<file path="config.mk">
export PLATFORM = sky130hd
export DESIGN_NAME = score_keeper_flat
export DESIGN_NICKNAME = d
export VERILOG_FILES = /design/src/rtl/score_keeper_if.sv /design/src/rtl/score_keeper.sv /design/src/flat_wrapper.sv
export SDC_FILE = /design/constraint.sdc
export NUM_CORES = 1
export LEC_CHECK = 0
export ABC_AREA = 1
export CORE_ASPECT_RATIO = 2
export CORE_MARGIN = 3
export CORE_UTILIZATION = 40
export DETAILED_ROUTE_END_ITERATION = 16
export PLACE_DENSITY = 0.66
export SLEW_MARGIN = 25
export SYNTH_ARGS = -nofsm -noshare
export SYNTH_HDL_FRONTEND = slang
export SYNTH_SLANG_ARGS = --single-unit
</file>
<file path="constraint.sdc">
create_clock -name clk -period 2.4 [get_ports clk]
set_input_delay 0.36 -clock clk [delete_from_list [all_inputs] [get_ports clk]]
set_output_delay 0.36 -clock clk [all_outputs]
set_load 0.02 [all_outputs]
</file>
<file path="src/rtl/score_keeper_if.sv">
// score_keeper_if: collision inputs, new-game request and score/status outputs of the score keeper
interface score_keeper_if;
   logic       colisao1;
   logic       colisao2;
   logic       novo_jogo;
   logic [9:0] score1;
   logic [9:0] score2;
   logic       ponto;
   logic       pausa;
   logic       fim_jogo;
   logic [1:0] vencedor;
   modport master (
      output colisao1, colisao2, novo_jogo,
      input  score1, score2, ponto, pausa, fim_jogo, vencedor
   );
   modport slave (
      input  colisao1, colisao2, novo_jogo,
      output score1, score2, ponto, pausa, fim_jogo, vencedor
   );
endinterface

</file>
<file path="src/rtl/score_keeper.sv">
// score_keeper: counts points from collision edges, pauses after each point and latches the winner
module score_keeper #(
   parameter int PONTOS_VITORIA = 10,
   parameter int COOLDOWN       = 25_000_000
) (
   input logic           clk,
   input logic           reset,
   score_keeper_if.slave bus
);
   localparam int CW = COOLDOWN > 1 ? $clog2(COOLDOWN) : 1;
   localparam logic [CW-1:0] CLOAD = CW'(COOLDOWN - 1);
   localparam logic [9:0] PV = 10'(PONTOS_VITORIA);
   typedef enum logic [1:0] {JOGANDO, PAUSA, FIM} state_t;
   state_t state, nxt;
   logic s1, s2, d1, d2, e1, e2, w1, w2;
   logic [CW-1:0] cnt, cnt_n;
   logic [9:0] sc1, sc2, sc1_n, sc2_n, a1, a2;
   logic [1:0] ven, ven_n;
   logic pon, pon_n, pau, fim;
   function automatic logic [9:0] sat(input logic [9:0] v);
      return v >= 10'd999 ? v : v + 10'd1;
   endfunction
   assign e1 = s1 & ~d1;
   assign e2 = s2 & ~d2;
   assign a1 = e2 ? sat(sc1) : sc1;
   assign a2 = e1 ? sat(sc2) : sc2;
   assign w1 = a1 == PV;
   assign w2 = a2 == PV;
   always_comb begin
      nxt   = state;
      cnt_n = cnt;
      sc1_n = sc1;
      sc2_n = sc2;
      ven_n = ven;
      pon_n = 1'b0;
      if (bus.novo_jogo) begin
         nxt   = JOGANDO;
         cnt_n = '0;
         sc1_n = '0;
         sc2_n = '0;
         ven_n = 2'b00;
      end else if (state == JOGANDO && (e1 || e2)) begin
         sc1_n = a1;
         sc2_n = a2;
         pon_n = (a1 != sc1) || (a2 != sc2);
         nxt   = (w1 || w2) ? FIM : PAUSA;
         ven_n = (w1 || w2) ? {w2, w1} : ven;
         cnt_n = (w1 || w2) ? cnt : CLOAD;
      end else if (state == PAUSA) begin
         nxt   = cnt == '0 ? JOGANDO : PAUSA;
         cnt_n = cnt == '0 ? cnt : cnt - 1'b1;
      end
   end
   // pausa/fim_jogo are registered copies of the next state so they never glitch
   always_ff @(posedge clk or posedge reset) begin
      if (reset) begin
         {s1, s2, d1, d2} <= '0;
         state <= JOGANDO;
         cnt   <= '0;
         sc1   <= '0;
         sc2   <= '0;
         ven   <= 2'b00;
         pon   <= 1'b0;
         pau   <= 1'b0;
         fim   <= 1'b0;
      end else begin
         s1    <= bus.colisao1;
         s2    <= bus.colisao2;
         d1    <= s1;
         d2    <= s2;
         state <= nxt;
         cnt   <= cnt_n;
         sc1   <= sc1_n;
         sc2   <= sc2_n;
         ven   <= ven_n;
         pon   <= pon_n;
         pau   <= nxt == PAUSA;
         fim   <= nxt == FIM;
      end
   end
   assign bus.score1   = sc1;
   assign bus.score2   = sc2;
   assign bus.vencedor = ven;
   assign bus.ponto    = pon;
   assign bus.pausa    = pau;
   assign bus.fim_jogo = fim;
endmodule

</file>
<file path="src/flat_wrapper.sv">
// flat-port wrapper written by rule: the top's interface ports become plain ports
module score_keeper_flat 
#(
   parameter int PONTOS_VITORIA = 10,
   parameter int COOLDOWN       = 25_000_000
)
  (clk, reset, bus_colisao1, bus_colisao2, bus_novo_jogo, bus_score1, bus_score2, bus_ponto, bus_pausa, bus_fim_jogo, bus_vencedor);
  score_keeper_if bus_i ();
  input logic clk;
  input logic reset;
  input wire logic [$bits(bus_i.colisao1)-1:0] bus_colisao1;
  input wire logic [$bits(bus_i.colisao2)-1:0] bus_colisao2;
  input wire logic [$bits(bus_i.novo_jogo)-1:0] bus_novo_jogo;
  output wire logic [$bits(bus_i.score1)-1:0] bus_score1;
  output wire logic [$bits(bus_i.score2)-1:0] bus_score2;
  output wire logic [$bits(bus_i.ponto)-1:0] bus_ponto;
  output wire logic [$bits(bus_i.pausa)-1:0] bus_pausa;
  output wire logic [$bits(bus_i.fim_jogo)-1:0] bus_fim_jogo;
  output wire logic [$bits(bus_i.vencedor)-1:0] bus_vencedor;
  assign bus_i.colisao1 = bus_colisao1;
  assign bus_i.colisao2 = bus_colisao2;
  assign bus_i.novo_jogo = bus_novo_jogo;
  assign bus_score1 = bus_i.score1;
  assign bus_score2 = bus_i.score2;
  assign bus_ponto = bus_i.ponto;
  assign bus_pausa = bus_i.pausa;
  assign bus_fim_jogo = bus_i.fim_jogo;
  assign bus_vencedor = bus_i.vencedor;
  score_keeper #(.PONTOS_VITORIA(PONTOS_VITORIA), .COOLDOWN(COOLDOWN)) u_core (.clk(clk), .reset(reset), .bus(bus_i));
endmodule
</file>
* Yosys cells after proc, flatten, opt, wreduce, memory -nomap -nowiden *
Index checks and enable logic that the tools add are counted.

word-level totals
  bits in registers = 56
  word-level logic and storage cells = 64

cells by class
  add/sub/neg operators = 3
  order comparisons = 2
  equality and inequality tests = 9
  mux-type cells = 23
  bitwise logic cells = 4
  reduce and logical (&&, ||, !) cells = 11

operator list
  operator               number
  $mux 25                5
  $mux 10                8
  $logic_not 25->1       1
  $sub 25x1->25 const B  1
  $add 10x1->10 const B  2
  $eq 10x4->1 const B    2
  $ge 10x10->1 const B   2
  $ne 10x10->1           2
  $mux 2                 7
  $eq 2x1->1 const B     2
  $reduce_bool 2->1      2
  $logic_or 1x1->1       3
  $mux 1                 3
  $ne 3x2->1 const B     1
  $ne 3x3->1 const B     1
  $reduce_and 3->1       1
  $reduce_bool 3->1      1
  $and 1x1->1            2
  $eq 2x2->1 const B     1
  $logic_not 2->1        1
  $not 1->1              2
  $reduce_and 2->1       1
  $logic_and 1x1->1      1

* Logic depth before layout (Yosys ltp) *
  depth after elaboration = 9
  mapped depth = 18

* Worst setup path after synthesis *
Ideal clock, no wire load.

  path type = register to register
  from = register u_core.sc2[0], in the netlist u_core.bus.score2[0]
  to = register u_core.cnt[13]
  setup time = 0.117 ns
  arrival = 2.041 ns
  required time = 2.283 ns
  slack = 0.243 ns
  stages on the path, launching flop included = 17
  path buffers = 1
  clock period less this slack = 2.157 ns
  cell sequence = dfrtp_1 -> ha_1 -> nand2_2 -> nand3_1 -> nand2_4 -> nand3_1 -> nand2_1 -> nand2_1 -> nand2_1 -> nor2_2 -> nand3_1 -> nand3_2 -> nand2_4 -> nand2_4 -> buf_8 -> nand2_1 -> nand2_1

between the ends
  cells in the longest elaborated chain, start to end = 7

RTL lines
  what                                                  line                text
  from (decl)                                           score_keeper.sv:17  logic [9:0] sc1, sc2, sc1_n, sc2_n, a1, a2;
  from (signal assigned)                                score_keeper.sv:74  sc2 <= sc2_n;
  $add 10x1->10 / $ge 10x10->1 (equally long branches)  score_keeper.sv:21  return v >= 10'd999 ? v : v + 10'd1;
  $mux 10                                               score_keeper.sv:21
  $mux 10 (*)                                           score_keeper.sv:26  assign a2 = e1 ? sat(sc2) : sc2;
  $eq 10x4->1 (*)                                       score_keeper.sv:28  assign w2 = a2 == PV;
  $logic_or 1x1->1 (*)                                  score_keeper.sv:48  cnt_n = (w1 || w2) ? cnt : CLOAD;
  $ne 3x3->1 (no line) (*)                              -
  $reduce_and 3->1 (no line) (*)                        -
  to (signal assigned)                                  score_keeper.sv:72  cnt <= cnt_n;
  to (decl)                                             score_keeper.sv:16  logic [CW-1:0] cnt, cnt_n;

Every way passes the cells marked *; elsewhere a longest branch is shown, timed or not.
A chain may end at the register's enable or synchronous reset.

* Final worst setup path *
  from = register u_core.sc2[0], in the netlist u_core.bus.score2[0]
  to = register u_core.cnt[15]

The elaborated chain is that of the path after synthesis.

==> run summary <==
Worst-path cell chain -> ha_1 > nand2_2 > nand3_2 > nand3_1 > nand4_1 > nor2_2 > nand3_1 > nand3_2 > nand2_4 > buf_8 > nand3_1 > nand2_1
#FFs+latches synth -> 56
CP max FO -> 25
Sequential-to-total area share from yosys stat -> 37.52%
Clock transition at the registers of the reported paths -> 0.07 ns
Setup crit end kind -> register
Layout Skew -> 0.002948 ns
Clk_lat worst skew -> 0.30 ns
Synth unique cells -> 33
Vias per cell -> 5.503
Die ar. -> 10600 sq um
Routed len/inst -> 15.01 microns
NetSw -> 1.166 mW
Fillers -> 909
Grt met1 use -> 20.53%
CTS tree -> yes
Most used cell, CP -> nand3_1
Fmax -> 450.0 MHz
Switching Share -> 38.64%
Ys Warns -> 0
Vias in the first global route -> 3740
Antenna cells -> 0
Fin. max-slew vios -> 0
M2 GR Usage -> 38.34%
Clock power share -> 24.0%
Data arrival, critical path -> 2.41 ns
Total gr overflow -> 0
Final Cycle Share -> 92.59%
DP Wirelength -> 7.494 mm
Hold crit path type -> in2async
Core outline area -> 9074 sq um
Slowest stage delay, CP -> 0.38 ns
CP required -> 2.58 ns
DRT Wirelength -> 10.27 mm
Largest net degree at the start of global routing -> 52
Max VDD drop -> 393.4 uV
Commonest non-fill, non-tap cell in the layout -> nand2_1
Initial antenna violation count -> 0
Setup Buffers After CTS -> 0
Syn Nets -> 552
Global Route Usage Sum -> 20.55%
H-tree depth -> 2
Layout cells sized above 1 -> 10.31%
Hold buffers post-CTS -> 0
First-pass DRT Iterations -> 4
GR peak layer -> met2
Placer Congestion -> 0.9217
Initial core utilization -> 41.16%
Minimum clock period -> 2.222 ns
Cell Pwr Density -> 690.1 nW/um^2
Clock root cell -> clkbuf_16
# IOs -> 30
Final Hold Slack -> 0.2594 ns
Total number of vias -> 3764
Core Rows -> 49
Tightest Pin Transition -> 0.4340 ns
Pint -> 1.851 mW
DR iter-0 viols -> 243
TritonCTS Sinks -> 56
Layout area overhead -> 17.05%
CTS Buf Count -> 5
Post-Synthesis Cells -> 544
Crit path launch type -> register
Maxcap violations -> 0
Final hold viol count -> 0
Max stage delay cell, worst path -> dfrtp_1
GR Util met3 -> 2.537%
Setup WS post-layout -> 0.1778 ns
WS Path Type -> reg2reg
Dpl ws -> 0.09308 ns
Mapped Avg Cell Area -> 6.866 sq um
Chip Height -> 142.7 microns
Status -> completed
NumNets Final -> 590
Routed Antenna Nets -> 0
Synth Cell Area -> 3735 sq um
Fin Setup TNS -> 0 ns
Die Wd -> 74.33 microns
Sequential power share -> 40.8%
First-pass GRT wire length -> 17.08 mm
Leakage power -> 2.134 nW
Logic gate share of total power -> 35.2%
Finish-stage setup viols -> 0
RSZ-0062 raised after global routing -> no
Residual DRC -> 0
Slew Limit Headroom -> 71.04%
Most frequent cells in the layout -> nand2_1, nand3_1, inv_1
CTS max path bufs -> 2
Port bufs -> 29
## worst paths after layout
path                                   endpoint  slack (ns)                  from  depth (start not counted)
min reg2reg                           u_core.d2        0.38             u_core.s2                          0
min in group clk                      u_core.d2        0.38             u_core.s2                          0
min                        u_core.bus.score1[3]        0.26                 reset                          2
max in group asynchronous  u_core.bus.score1[1]        1.62                 reset                          3
max reg2reg                      u_core.cnt[15]        0.18  u_core.bus.score2[0]                         12
max                              u_core.cnt[15]        0.18  u_core.bus.score2[0]                         12
## metal layers
metal  wire (microns)  part of all wire (%)
met2             5711                    56
met4              425                   4.1
met1             3732                    36
met5                0                     0
met3              396                   3.9
## timing repair
| item | 4_1_cts | 5_1_grt |
|---|---|---|
| setup endpoints to repair | 0 | 26 |
| hold endpoints to repair | 0 | 0 |
| resized for setup | 0 | 8 |
## power groups by stage
stage               Combinational, mW  Clock [mW]  Sequential (mW)
CTS                              1.06       0.742             1.23
finish                           1.06       0.723             1.23
global route                     1.21       0.775             1.25
global placement                 1.02           0             1.24
floorplan                       0.788           0             1.21
detailed placement               1.05           0             1.24
## synth_stat cells
cell        n  area, sq um
a21oi_1    11        55.05
and2_1      2        12.51
buf_2       4        20.02
buf_4       3        22.52
buf_8       2        30.03
clkbuf_1    7        26.28
dfrtp_1    56         1401
ha_1        3        37.54
inv_1      60        225.2
inv_2       2        7.510
nand2_1   160        600.6
nand2_2     5        31.28
nand2_4     5        56.30
nand3_1    74        370.4
nand3_2     4        40.04
nand3_4     1        17.52
nand3b_1    3        22.52
nand4_1     9        56.30
nor2_1     56        210.2
nor2_2      8        50.05
nor2_4      2        22.52
nor3_1      9        45.04
nor4_1      3        18.77
nor4_4      1        21.27
o21ai_0    28        140.1
o21ai_1     2        10.01
o21bai_1    1        7.510
o22ai_1     9        56.30
o31ai_1     1        7.510
o31ai_2     1        12.51
or2_2       2        12.51
xnor2_1     6        52.55
xor2_1      4        35.03
## metrics by stage
step	area (sq um)	util, %	power [mW]	cells
3_5_place_dp	4194	46.22	2.292	676
4_1_cts	4328	47.70	3.023	683
2_1_floorplan	3735	-	2.000	544
5_1_grt	4372	48.18	3.231	684
6_report	4372	48.18	3.017	684
3_3_place_gp	4194	46.22	2.264	676
## kinds of logic after synthesis
kind of cell    Yosys count  synth area share [%]
simple gates            344                 42.51
compound gates           53                 7.739
fa+ha+maj                 3                 1.005
buf+inv                  78                 8.878
xor+xnor                 10                 2.345
flops                    56                 37.52
## area by class of cell
type | count | area (sq um) | area share, %
clock buffer | 6 | 128.9 | 2.948
clock inverter | 1 | 5.005 | 0.1145
inverter | 62 | 232.7 | 5.323
multi-input combinational | 411 | 2037 | 46.59
sequential | 56 | 1403 | 32.08
tap | 102 | 127.6 | 2.919
timing repair buffer | 46 | 437.9 | 10.02
## state kept, by name (all words and copies together) (netlist names)
signal               flops
u_core.bus.fim_jogo      1
u_core.bus.pausa         1
u_core.bus.ponto         1
u_core.bus.score1       10
u_core.bus.score2       10
u_core.bus.vencedor      2
u_core.cnt              25
u_core.d1                1
u_core.d2                1
u_core.s1                1
u_core.s2                1
u_core.state             2
## critical path: cells and delay by family (launching register included)
| kind | cells | cell delay [ns] |
|---|---|---|
| simple gates | 10 | 1.29 |
| fa+ha+maj | 1 | 0.23 |
| flops | 1 | 0.38 |
| buf+inv | 1 | 0.19 |
Power figures use the tool's default switching activity.
